## config.mk

```make
export PLATFORM = sky130hd
export DESIGN_NAME = avmm_csr_responder_flat
export DESIGN_NICKNAME = d
export VERILOG_FILES = /design/src/rtl/avmm_csr_responder_pkg.sv /design/src/rtl/avmm_csr_responder_if.sv /design/src/rtl/avmm_csr_responder_fifo.sv /design/src/rtl/avmm_csr_responder.sv /design/src/flat_wrapper.sv
export SDC_FILE = /design/constraint.sdc
export NUM_CORES = 1
export LEC_CHECK = 0
export ABC_CLOCK_PERIOD_IN_PS = 4600
export BUFFER_PORTS_ARGS = -buffer_cell sky130_fd_sc_hd__clkbuf_2
export CORE_AREA = 8 8 225 227
export CTS_CLUSTER_SIZE = 14
export DETAILED_ROUTE_END_ITERATION = 6
export DIE_AREA = 0 0 233 235
export PLACE_DENSITY = 0.82
export SLEW_MARGIN = 20
export SYNTH_ARGS = -nofsm -noshare
export SYNTH_HDL_FRONTEND = slang
export SYNTH_HIERARCHICAL = 1
export SYNTH_SLANG_ARGS = --single-unit
```

## constraint.sdc

```tcl
create_clock -name clk -period 4.6 [get_ports clk]
set_input_delay 0.92 -clock clk [delete_from_list [all_inputs] [get_ports clk]]
set_output_delay 0.92 -clock clk [all_outputs]
set_load 0.005 [all_outputs]
```

## src/rtl/avmm_csr_responder_pkg.sv

```systemverilog
// Shared constants and types for the avmm CSR responder: register map,
// field positions and the CTRL register layout.
package avmm_pkg;

  localparam logic [7:0] ADDR_ID      = 8'h00;
  localparam logic [7:0] ADDR_CTRL    = 8'h01;
  localparam logic [7:0] ADDR_STATUS  = 8'h02;
  localparam logic [7:0] ADDR_SCRATCH = 8'h03;
  localparam logic [7:0] ADDR_COUNTER = 8'h04;
  localparam logic [7:0] ADDR_FIFO    = 8'h05;

  localparam logic [31:0] ID_VALUE = 32'hA5A5_0001;

  localparam int CTRL_CNT_EN   = 0;
  localparam int CTRL_IRQ_EN   = 1;
  localparam int CTRL_FIFO_CLR = 2;

  localparam int STATUS_EMPTY     = 0;
  localparam int STATUS_FULL      = 1;
  localparam int STATUS_LEVEL_LSB = 8;
  localparam int STATUS_LEVEL_W   = 5;
  localparam int STATUS_OVF       = 16;
  localparam int STATUS_UDF       = 17;

  // fifo_clr is a write-1 pulse, so only the persistent bits live here
  typedef struct packed {
    logic irq_en;
    logic cnt_en;
  } ctrl_t;

  function automatic logic [31:0] ctrl_word(ctrl_t c);
    logic [31:0] w;
    w = '0;
    w[CTRL_CNT_EN] = c.cnt_en;
    w[CTRL_IRQ_EN] = c.irq_en;
    return w;
  endfunction

endpackage

```

## src/rtl/avmm_csr_responder_if.sv

```systemverilog
// Avalon-MM bus bundle: 8-bit word address, 32-bit data, one-cycle read latency.
interface avmm_csr_responder_if;
  logic [7:0]  address;
  logic        write;
  logic        read;
  logic [31:0] writedata;
  logic [31:0] readdata;
  logic        irq;

  modport master (
    output address, write, read, writedata,
    input  readdata, irq
  );

  modport slave (
    input  address, write, read, writedata,
    output readdata, irq
  );
endinterface

```

## src/rtl/avmm_csr_responder_fifo.sv

```systemverilog
// Synchronous FIFO with registered storage and combinational head output.
// Push when full and pop when empty are silently ignored here.
module avmm_sync_fifo #(
  parameter int WIDTH = 32,
  parameter int DEPTH = 16,
  parameter int AW    = (DEPTH > 1) ? $clog2(DEPTH) : 1,
  parameter int LW    = AW + 1
) (
  input  logic             clk,
  input  logic             rst,
  input  logic             push,
  input  logic             pop,
  input  logic             clr,
  input  logic [WIDTH-1:0] din,
  output logic [WIDTH-1:0] dout,
  output logic [LW-1:0]    level,
  output logic             empty,
  output logic             full
);

  localparam logic [LW-1:0] FULL_COUNT = LW'(DEPTH);

  logic [WIDTH-1:0] mem [DEPTH];
  logic [AW-1:0]    wr_ptr;
  logic [AW-1:0]    rd_ptr;
  logic [LW-1:0]    count;
  logic             push_ok;
  logic             pop_ok;

  assign empty   = (count == '0);
  assign full    = (count == FULL_COUNT);
  assign push_ok = push & ~full;
  assign pop_ok  = pop & ~empty;
  assign level   = count;
  assign dout    = mem[rd_ptr];

  always_ff @(posedge clk) begin
    if (push_ok && !clr) begin
      mem[wr_ptr] <= din;
    end
  end

  // Depth is a power of two, so pointers wrap naturally
  always_ff @(posedge clk or posedge rst) begin
    if (rst) begin
      wr_ptr <= '0;
      rd_ptr <= '0;
      count  <= '0;
    end else if (clr) begin
      wr_ptr <= '0;
      rd_ptr <= '0;
      count  <= '0;
    end else begin
      if (push_ok) begin
        wr_ptr <= wr_ptr + 1'b1;
      end
      if (pop_ok) begin
        rd_ptr <= rd_ptr + 1'b1;
      end
      if (push_ok && !pop_ok) begin
        count <= count + 1'b1;
      end else if (pop_ok && !push_ok) begin
        count <= count - 1'b1;
      end
    end
  end

endmodule

```

## src/rtl/avmm_csr_responder.sv

```systemverilog
// Avalon-MM CSR responder: ID/CTRL/STATUS/SCRATCH/COUNTER registers plus a
// push/pop data FIFO, fixed one-cycle read latency, level interrupt.
import avmm_pkg::*;

module avmm_csr_responder #(
  parameter int          FIFO_DEPTH    = 16,
  parameter logic [31:0] SCRATCH_RESET = 32'h0000_0000
) (
  input  logic                 clk,
  input  logic                 rst,
  avmm_csr_responder_if.slave  bus
);

  localparam int FIFO_AW = (FIFO_DEPTH > 1) ? $clog2(FIFO_DEPTH) : 1;
  localparam int FIFO_LW = FIFO_AW + 1;

  ctrl_t        ctrl;
  logic [31:0]  scratch;
  logic [31:0]  counter;
  logic         ovf;
  logic         udf;
  logic [31:0]  readdata_q;

  logic         wr_en;
  logic         rd_en;
  logic         wr_ctrl;
  logic         wr_status;
  logic         wr_scratch;
  logic         wr_counter;
  logic         fifo_push;
  logic         fifo_pop;
  logic         fifo_clr;
  logic         ovf_set;
  logic         udf_set;
  logic [31:0]  fifo_dout;
  logic [FIFO_LW-1:0] fifo_level;
  logic         fifo_empty;
  logic         fifo_full;
  logic [31:0]  status_word;
  logic [31:0]  rd_mux;

  // A write takes priority; a read in the same cycle is dropped entirely
  assign wr_en      = bus.write;
  assign rd_en      = bus.read & ~bus.write;
  assign wr_ctrl    = wr_en && (bus.address == ADDR_CTRL);
  assign wr_status  = wr_en && (bus.address == ADDR_STATUS);
  assign wr_scratch = wr_en && (bus.address == ADDR_SCRATCH);
  assign wr_counter = wr_en && (bus.address == ADDR_COUNTER);
  assign fifo_push  = wr_en && (bus.address == ADDR_FIFO);
  assign fifo_pop   = rd_en && (bus.address == ADDR_FIFO);
  assign fifo_clr   = wr_ctrl & bus.writedata[CTRL_FIFO_CLR];
  assign ovf_set    = fifo_push & fifo_full;
  assign udf_set    = fifo_pop & fifo_empty;

  avmm_sync_fifo #(
    .WIDTH (32),
    .DEPTH (FIFO_DEPTH)
  ) u_fifo (
    .clk   (clk),
    .rst   (rst),
    .push  (fifo_push),
    .pop   (fifo_pop),
    .clr   (fifo_clr),
    .din   (bus.writedata),
    .dout  (fifo_dout),
    .level (fifo_level),
    .empty (fifo_empty),
    .full  (fifo_full)
  );

  always_comb begin
    status_word = '0;
    status_word[STATUS_EMPTY] = fifo_empty;
    status_word[STATUS_FULL]  = fifo_full;
    status_word[STATUS_LEVEL_LSB +: STATUS_LEVEL_W] = STATUS_LEVEL_W'(fifo_level);
    status_word[STATUS_OVF]   = ovf;
    status_word[STATUS_UDF]   = udf;
  end

  always_comb begin
    rd_mux = '0;
    case (bus.address)
      ADDR_ID:      rd_mux = ID_VALUE;
      ADDR_CTRL:    rd_mux = ctrl_word(ctrl);
      ADDR_STATUS:  rd_mux = status_word;
      ADDR_SCRATCH: rd_mux = scratch;
      ADDR_COUNTER: rd_mux = counter;
      ADDR_FIFO:    rd_mux = fifo_empty ? 32'h0 : fifo_dout;
      default:      rd_mux = '0;
    endcase
  end

  always_ff @(posedge clk or posedge rst) begin
    if (rst) begin
      ctrl    <= '0;
      scratch <= SCRATCH_RESET;
    end else begin
      if (wr_ctrl) begin
        ctrl.cnt_en <= bus.writedata[CTRL_CNT_EN];
        ctrl.irq_en <= bus.writedata[CTRL_IRQ_EN];
      end
      if (wr_scratch) begin
        scratch <= bus.writedata;
      end
    end
  end

  // A load wins over the increment in the same cycle
  always_ff @(posedge clk or posedge rst) begin
    if (rst) begin
      counter <= '0;
    end else if (wr_counter) begin
      counter <= bus.writedata;
    end else if (ctrl.cnt_en) begin
      counter <= counter + 32'd1;
    end
  end

  // Sticky flags: a set in the same cycle as its W1C keeps the flag high
  always_ff @(posedge clk or posedge rst) begin
    if (rst) begin
      ovf <= 1'b0;
      udf <= 1'b0;
    end else begin
      ovf <= ovf_set | (ovf & ~(wr_status & bus.writedata[STATUS_OVF]));
      udf <= udf_set | (udf & ~(wr_status & bus.writedata[STATUS_UDF]));
    end
  end

  always_ff @(posedge clk or posedge rst) begin
    if (rst) begin
      readdata_q <= '0;
    end else if (rd_en) begin
      readdata_q <= rd_mux;
    end
  end

  assign bus.readdata = readdata_q;
  assign bus.irq      = ctrl.irq_en & (ovf | udf);

endmodule
```

## src/flat_wrapper.sv

```systemverilog
// flat-port wrapper written by rule: the top's interface ports become plain ports
module avmm_csr_responder_flat 
#(
  parameter int          FIFO_DEPTH    = 16,
  parameter logic [31:0] SCRATCH_RESET = 32'h0000_0000
)
  (clk, rst, bus_address, bus_write, bus_read, bus_writedata, bus_readdata, bus_irq);
  avmm_csr_responder_if bus_i ();
  input  logic clk;
  input  logic rst;
  input wire logic [$bits(bus_i.address)-1:0] bus_address;
  input wire logic [$bits(bus_i.write)-1:0] bus_write;
  input wire logic [$bits(bus_i.read)-1:0] bus_read;
  input wire logic [$bits(bus_i.writedata)-1:0] bus_writedata;
  output wire logic [$bits(bus_i.readdata)-1:0] bus_readdata;
  output wire logic [$bits(bus_i.irq)-1:0] bus_irq;
  assign bus_i.address = bus_address;
  assign bus_i.write = bus_write;
  assign bus_i.read = bus_read;
  assign bus_i.writedata = bus_writedata;
  assign bus_readdata = bus_i.readdata;
  assign bus_irq = bus_i.irq;
  avmm_csr_responder #(.FIFO_DEPTH(FIFO_DEPTH), .SCRATCH_RESET(SCRATCH_RESET)) u_core (.clk(clk), .rst(rst), .bus(bus_i));
endmodule
```

Word level (Yosys, flattened, before mapping):

Memory sizes are Yosys's and may differ from the RTL's.
Cells that the tools add are included.

* ROM bits: 0
* input bits: 44
* bits in latches: 0
* flip-flop bits (word level): 113
* output and inout port bits: 33
* memories: 1
* RAM bits: 512
* word-level logic and storage cells: 72

Memory list
* u_core.u_fifo.mem: depth 16, bits a word 32, read ports 1, clocked after Yosys merged registers in 0, write ports 1, RTL line avmm_csr_responder_fifo.sv:23 `logic [WIDTH-1:0] mem [DEPTH];`

* equal/unequal tests: 6
* $lt $le $gt $ge: 0
* divide/modulo/power cells: 0
* $add $sub $neg: 5
* shifts and indexed selects: 0
* multiply operators: 0
* muxes and demuxes: 13
* reduce and logical (&&, ||, !) cells: 18
* bitwise logic cells: 19

Operators by type and width (count)
* $pmux 32 s6: 1
* $mux 32: 3
* $add 32x1->32 const B: 1
* $eq 8x2->1 const B: 2
* $eq 8x3->1 const B: 2
* $mux 4: 4
* $mux 5: 3
* $and 1x1->1: 11
* $logic_and 1x1->1: 9
* $add 4x1->4 const B: 2
* $eq 8x1->1 const B: 1
* $logic_not 8->1: 1
* $reduce_bool 2->1: 3
* $add 5x1->5 const B: 1
* $eq 5x5->1 const B: 1
* $logic_not 5->1: 1
* $not 1->1: 5
* $sub 5x1->5 const B: 1
* $logic_not 1->1: 3
* $or 1x1->1: 3
* $reduce_bool 3->1: 1
* $mux 1: 2

Logic depth before layout (Yosys ltp):

Gate-level depths: netlist (run 1).

* depth in word-level cells: 8
* depth in mapped cells: 12
* depth with buffers taken out: 11

By module:

The synthesis (run 1) kept the hierarchy.

By module, submodules not included
* avmm_sync_fifo: times used 1, sequential area each 15700.1 um^2, cells each 831, area each 20305.7 um^2
* avmm_csr_responder: times used 1, sequential area each 2502.4 um^2, cells each 499, area each 5190.0 um^2

Worst setup path after synthesis (run 1):

OpenSTA, ideal clock, no wires.

* kind: in2reg
* start point: input port bus_address[4]
* end point: memory u_core.u_fifo.mem[12][0], enable pin
* data required time: 4.179 ns
* data arrival time: 4.135 ns
* slack: 0.044 ns
* setup time: 0.421 ns
* cell stages on the path: 8
* cell sequence: or4_4 > nor2_4 > and3_1 > and2_1 > clkbuf_1 > a21boi_1 > nand2_1 > nor2_1

RTL lines
* start, declared: RTL line flat_wrapper.sv:11 `input wire logic [$bits(bus_i.address)-1:0] bus_address;`
* $eq 8x3->1: RTL line avmm_csr_responder.sv:49 `assign fifo_push = wr_en && (bus.address == ADDR_FIFO);`
* $logic_and 1x1->1: RTL line avmm_csr_responder.sv:49
* via u_core.fifo_push: RTL line avmm_csr_responder.sv:30 `logic fifo_push;`
* $and 1x1->1: RTL line avmm_csr_responder_fifo.sv:32 `assign push_ok = push & ~full;`
* $logic_and 1x1->1: RTL line avmm_csr_responder_fifo.sv:38 `if (push_ok && !clr) begin`
* $mux 1: RTL line avmm_csr_responder_fifo.sv:38
* $mux 1 (implied by the code): RTL line avmm_csr_responder_fifo.sv:39 `mem[wr_ptr] <= din;`
* end, declared: RTL line avmm_csr_responder_fifo.sv:23

The timed path passes the listed nets, and every way through them passes these cells.

Final worst setup path (run 1):

* start point: input port bus_address[4]
* end point: register u_core.u_fifo.count[4] (netlist: u_core/u_fifo/level[4])

RTL lines
* $eq 8x3->1 (*): RTL line avmm_csr_responder.sv:49
* $logic_and 1x1->1 (*): RTL line avmm_csr_responder.sv:49
* via u_core.fifo_push: RTL line avmm_csr_responder.sv:30
* $and 1x1->1 (*): RTL line avmm_csr_responder_fifo.sv:32
* $logic_and 1x1->1 or $logic_not 1->1 (tied branches): RTL line avmm_csr_responder_fifo.sv:60, avmm_csr_responder_fifo.sv:62
* $mux 5 or $logic_and 1x1->1 (tied branches): RTL line avmm_csr_responder_fifo.sv:60, avmm_csr_responder_fifo.sv:62
* $mux 5 or $reduce_bool 3->1 (tied branches)
* end signal, assigned: RTL line avmm_csr_responder_fifo.sv:61 `count <= count + 1'b1;`
* end signal, assigned: RTL line avmm_csr_responder_fifo.sv:63 `count <= count - 1'b1;`
* end, declared: RTL line avmm_csr_responder_fifo.sv:26 `logic [LW-1:0] count;`

Mark *: on every way through the listed nets, which the timed path passes. The rest lies on a longest branch.
A chain may end at the register's enable or synchronous reset.

==> results of run 1 <==
## cell type report
class	count	area [sq um]
timing repair buffer	130	936
fill	3097	18400
tap	615	769
inverter	13	51.3
antenna	1	2.50
sequential	625	18200
multi-input combinational	618	6880
clock buffer	85	1710
clock inverter	26	166
## cells by family (layout without fill, tap and decap cells)
logic type / count (synthesis) / count (layout) / synth area share [%]
other: 0 / 1 / 0
AND/OR/NAND/NOR: 198 / 198 / 3.78
adder cells (fa/ha/maj): 11 / 11 / 0.569
AO/OA/AOI/OAI: 169 / 169 / 4.31
buffers and inverters: 87 / 254 / 2.12
multiplexers: 203 / 203 / 16.6
XOR/XNOR: 37 / 37 / 1.27
flip-flops: 625 / 625 / 71.4
## cells in the mapped netlist, types with 6 or more instances
cell type | number | area, sq um
mux2_4 | 30 | 450
mux2_2 | 7 | 78.8
a21oi_1 | 58 | 290
o21ai_0 | 29 | 145
inv_1 | 12 | 45.0
buf_1 | 11 | 41.3
a22o_1 | 9 | 78.8
mux4_1 | 7 | 184
xor2_1 | 25 | 219
edfxtp_1 | 512 | 15400
nand2_1 | 44 | 165
buf_2 | 7 | 35.0
and3_1 | 9 | 56.3
a22oi_1 | 19 | 143
o21ai_1 | 7 | 35.0
nand3_1 | 14 | 70.1
a32oi_1 | 12 | 105
clkbuf_1 | 38 | 143
dfrtp_1 | 113 | 2830
a21boi_0 | 6 | 45.0
nor2_1 | 80 | 300
xnor2_1 | 12 | 105
buf_12 | 7 | 140
ha_1 | 10 | 125
buf_6 | 9 | 101
mux4_2 | 153 | 3450
nand4_1 | 18 | 113
## through the flow
step	cell area (sq um)	total power, mW
final	28700	11.7
after global routing	28700	12.0
after CTS	28700	11.7
after detailed placement	26800	7.07
after global placement	26800	7.04
after floorplan	25500	6.83
## power breakdown
part | switching, mW | internal (mW) | leakage (nW)
sequential | 0.123 | 6.21 | 6.02
combinational | 0.406 | 0.256 | 2.60
clock | 2.03 | 2.63 | 0.920
## flip-flops by register name, indices dropped and copies added (netlist names), 2 cells and up
name                  count
u_core/u_fifo/mem       512
u_core/bus.readdata      32
u_core/counter           32
u_core/scratch           32
u_core/u_fifo/level       5
u_core/u_fifo/rd_ptr      4
u_core/u_fifo/wr_ptr      4
u_core/ctrl               2
## per-layer routing
metal / global-route usage [%] / routed length, um / vias up
met4: 9.31 / 2570 / 6
met5: 0.735 / 80 / -
met2: 37.1 / 30900 / 865
li1: - / - / 5631
met3: 5.40 / 6190 / 183
met1: 30.0 / 23100 / 7265
## path summary, 6_finish.rpt
path | startpoint | slack, ns | endpoint
hold / removal | u_core/bus.readdata[21] | 0.49 | u_core/bus.readdata[21]
max in group asynchronous | rst | 3.22 | u_core/counter[1]
min in group asynchronous | rst | 0.51 | u_core/scratch[25]
hold reg to reg | u_core/bus.readdata[21] | 0.49 | u_core/bus.readdata[21]
setup reg to reg | u_core/u_fifo/rd_ptr[0] | 1.40 | u_core/bus.readdata[31]
setup / recovery | bus_address[4] | 0.92 | u_core/u_fifo/level[4]
## critical path, cell delays in order
cell and delay [ns]:
clkbuf_2 0.08, or4_4 0.54, nor2_4 0.15, and3_1 0.25, and2_1 0.17, a21boi_1 0.17
buf_4 0.17, nand2_1 0.16, fa_1 0.49, a21o_1 0.21, a2111oi_0 0.55, o21ai_0 0.17
a31oi_1 0.15
==> impl_metrics.tcl, run 1 <==
set metrics [dict create \
    outcome "complete, no violations" \
    final_common_cell "edfxtp_1" \
    async_flop_share_pct 18.1 \
    final_util_pct 60.9 \
    drc 0 \
    antenna_found_initial 3 \
    dp_hpwl_um 36100 \
    ant_nets 0 \
    grt_pass1_wl_um 94300 \
    drt_first_pass_iters 6 \
    fin_crit_sh_pct 80.1 \
    critPathCaptureType "flip-flop" \
    vdd_drop_max_mv 0.310 \
    die_area_sq_um 54800 \
    clk_latency_ns 0.60 \
    drv_slew 0 \
    maxCapViolations 0 \
    skew_ns 0.0169 \
    grt_setup_unrepaired "false" \
    io_pins 77 \
    setup_tns_ns 0 \
    via_per_inst 6.60 \
    worst_slew_pin_slew_ns 1.18 \
    synth_seq_cells 625 \
    grt_pass1_vias 14700 \
    gp_congestion 0.887 \
    rows 80 \
    grtUsageTotal_pct 23.0 \
    whs_ns 0.485 \
    overflow 0 \
    ys_seq_area_share_pct 71.4 \
    slew-limit-headroom_pct 21.0 \
    clk_pin_slew_ns 0.06 \
    dp_cells 2001 \
    cts_setup_buffers 0 \
    crit_arrival_ns 4.20 \
    numClockSinks 625 \
    core_area_sq_um 47100 \
    cellLeakagePower_nw 9.54 \
    period_minus_slack_ns 3.68 \
    synth_flop_cell "edfxtp_1" \
    syn_nets 1385 \
    critPathMaxFanout 6 \
    worst_setup_path_start_kind "input pin" \
    netlist_area_sq_um 25500 \
    min-delay-path-class "reg2reg" \
    synth_cell_types 66 \
    fmax_mhz 271 \
    fin_cells 2113 \
    hold_buffers 0 \
    cts_resized 0 \
    io_buffers 76 \
    dieHeight_um 235 \
    initial_utilization_pct 54.1 \
    wl_per_cell_um 29.7 \
    drt_iter0_drc 1657 \
    setup_viol 0 \
    layout_setup_ws_ns 0.916 \
    drive_gt1_share_pct 29.7 \
    cts_buffer_depth 3 \
    pre_cts_slack_ns 0.603 \
    hold_path_depth 2 \
    cts_inserted_buffers 59 \
    worst-r2r-cell-count 6 \
    syn2layout_area_growth_pct 12.7 \
    final_cell_mix "512 x edfxtp_1, 153 x mux4_2, 109 x dfrtp_1" \
    hold_viol_final 0 \
    vias 14000 \
    wl_um 62800 \
    power_density_nw_per_um2 406 \
    synth_edf_count 512 \
    layout.nets 1502 \
    crit_required_ns 5.11 \
    htree_levels 2 \
    critPathKind "in2reg" \
    postSynthAreaPerCell_sq_um 19.2 \
    yosysWarnings 6 \
    die_x_um 233 \
    grt_max_degree 64 \
    synthCells 1330 \
    root_buffer "clkbuf_16" \
    cts_tree "built" \
]
(Power assumes the default switching activity.)
==> run 2: changes to the inputs <==
--- a/config.mk
+++ b/config.mk
@@ -5,7 +5,7 @@
 export SDC_FILE = /design/constraint.sdc
 export NUM_CORES = 1
 export LEC_CHECK = 0
-export ABC_CLOCK_PERIOD_IN_PS = 4600
+export ABC_CLOCK_PERIOD_IN_PS = 3610
 export BUFFER_PORTS_ARGS = -buffer_cell sky130_fd_sc_hd__clkbuf_2
 export CORE_AREA = 8 8 225 227
 export CTS_CLUSTER_SIZE = 14
==> constraint.sdc (replaced) <==
create_clock -name clk -period 3.61 [get_ports clk]
set_input_delay 0.722 -clock clk [delete_from_list [all_inputs] [get_ports clk]]
set_output_delay 0.722 -clock clk [all_outputs]
set_load 0.005 [all_outputs]
==> run 2 against run 1 <==
Net effect:
- routed wire length up 3.1%
- first-iteration DRC count up 3.4%
- total power up 27%
- global-route usage up 0.60 points
- worst setup slack worse by 0.40 ns
- non-clock buffer count up 32
- via count up 2.1%
- critical endpoint is now u_core/bus.readdata[20]
==> impl_metrics.tcl, run 2 (synthesized netlist as in run 1, its figures left out) <==
set metrics [dict create \
    drc 0 \
    dp_hpwl_um 39600 \
    layout.nets 1532 \
    grt_max_degree 72 \
    vias 14200 \
    grt_setup_unrepaired "false" \
    die_area_sq_um 54800 \
    grt_pass1_wl_um 95600 \
    power.total_mw 14.8 \
    hold_buffers 0 \
    ant_nets 0 \
    cts_resized 0 \
    syn2layout_area_growth_pct 13.7 \
    final_cell_mix "512 x edfxtp_1, 153 x mux4_2, 109 x dfrtp_1" \
    io_buffers 76 \
    outcome "complete, no violations" \
    overflow 0 \
    grt-busiest-layer "met2" \
    worst_setup_path_start_kind "flip-flop" \
    clk_latency_ns 0.61 \
    htree_levels 2 \
    io_pins 77 \
    wl_per_cell_um 30.3 \
    n_antenna_cell 0 \
    drt_first_pass_iters 5 \
    fin_crit_sh_pct 85.7 \
    cellLeakagePower_nw 9.70 \
    fmax_mhz 323 \
    drv_slew 0 \
    cts_buffer_depth 3 \
    regMostFlops "u_core/u_fifo/mem" \
    drive_gt1_share_pct 30.9 \
    period_minus_slack_ns 3.09 \
    final_common_cell "edfxtp_1" \
    grt_util_met1_pct 30.2 \
    worst-r2r-cell-count 8 \
    initial_utilization_pct 54.1 \
    slew-limit-headroom_pct 35.2 \
    worst_slew_pin_slew_ns 0.972 \
    die_x_um 233 \
    crit_required_ns 4.05 \
    largest_register_ffs 512 \
    grtUsageTotal_pct 23.6 \
    cts_inserted_buffers 57 \
    critPathKind "reg2reg" \
    skew_ns 0.0170 \
    crit_arrival_ns 3.54 \
    vdd_drop_max_mv 0.466 \
    numClockSinks 625 \
    gr-usage-met2_pct 38.7 \
    root_buffer "clkbuf_16" \
    via_per_inst 6.65 \
    pre_cts_slack_ns 0.0372 \
    hold_viol_final 0 \
    critPathMaxFanout 32 \
    drt_iter0_drc 1714 \
    gr-usage-met3_pct 4.95 \
    power_density_nw_per_um2 512 \
    layout_setup_ws_ns 0.516 \
    grt_pass1_vias 14500 \
    critPathCaptureType "flip-flop" \
    setup_viol 0 \
    min-delay-path-class "in2async" \
    maxCapViolations 0 \
    wl_um 64800 \
    cts_setup_buffers 0 \
    core_area_sq_um 47100 \
    gp_congestion 0.877 \
    cts_tree "built" \
    rows 80 \
    dieHeight_um 235 \
    clk_pin_slew_ns 0.06 \
    antenna_found_initial 1 \
]
[run 2: area by class of cell]
cell class / instances / area [sq um]
clock buffer: 86 / 1610
clock inverter: 22 / 216
fill: 3097 / 18200
inverter: 13 / 51.3
multi-input combinational: 618 / 6890
sequential: 625 / 18200
tap: 615 / 769
timing repair buffer: 162 / 1240
[run 2: metal layers]
layer	share of wire, %	vias to the layer above	wire (um)
li1	-	5685	-
met1	35	7406	22800
met2	49	951	32100
met3	10	201	6720
met4	4.9	0	3170
met5	0	-	0
[run 2: report_power, final]
group	internal, mW	switching (mW)	total [mW]
combinational	0.335	0.537	0.872
clock	3.31	2.60	5.91
sequential	7.91	0.155	8.07
[run 2: critical path, stage by stage, from the launching register on]
cell and delay [ns]:
dfrtp_4 0.62, buf_12 0.30, buf_4 0.23, mux4_2 0.52, mux4_2 0.52, a22oi_1 0.20
nor2_1 0.07, a21oi_1 0.26, o21ai_0 0.13
[run 2: path summary, 6_finish.rpt]
| check | startpoint | to | slack, ns |
|---|---|---|---|
| worst max register to register | u_core/u_fifo/rd_ptr[0] | u_core/bus.readdata[20] | 0.52 |
| worst min register to register | u_core/bus.readdata[21] | u_core/bus.readdata[21] | 0.49 |
| worst max-delay path | u_core/u_fifo/rd_ptr[0] | u_core/bus.readdata[20] | 0.52 |
| max in group asynchronous | rst | u_core/bus.readdata[30] | 2.31 |
| min in group clk | u_core/bus.readdata[21] | u_core/bus.readdata[21] | 0.49 |
| worst min-delay path | rst | u_core/u_fifo/rd_ptr[0] | 0.31 |
[run 2: metrics by stage]
stage / util [%] / hold slack [ns] / cells / cell area (sq um) / TNS [ns]
finish: 61.5 / 0.308 / 2141 / 29000 / 0
global route: 61.5 / 0.339 / 2141 / 29000 / 0
CTS: 61.5 / 0.301 / 2141 / 29000 / 0
detailed placement: 57.6 / 0.482 / 2033 / 27200 / 0
global placement: 57.6 / 0.464 / 2033 / 27200 / 0
floorplan: - / 0.473 / 1330 / 25600 / -31.00
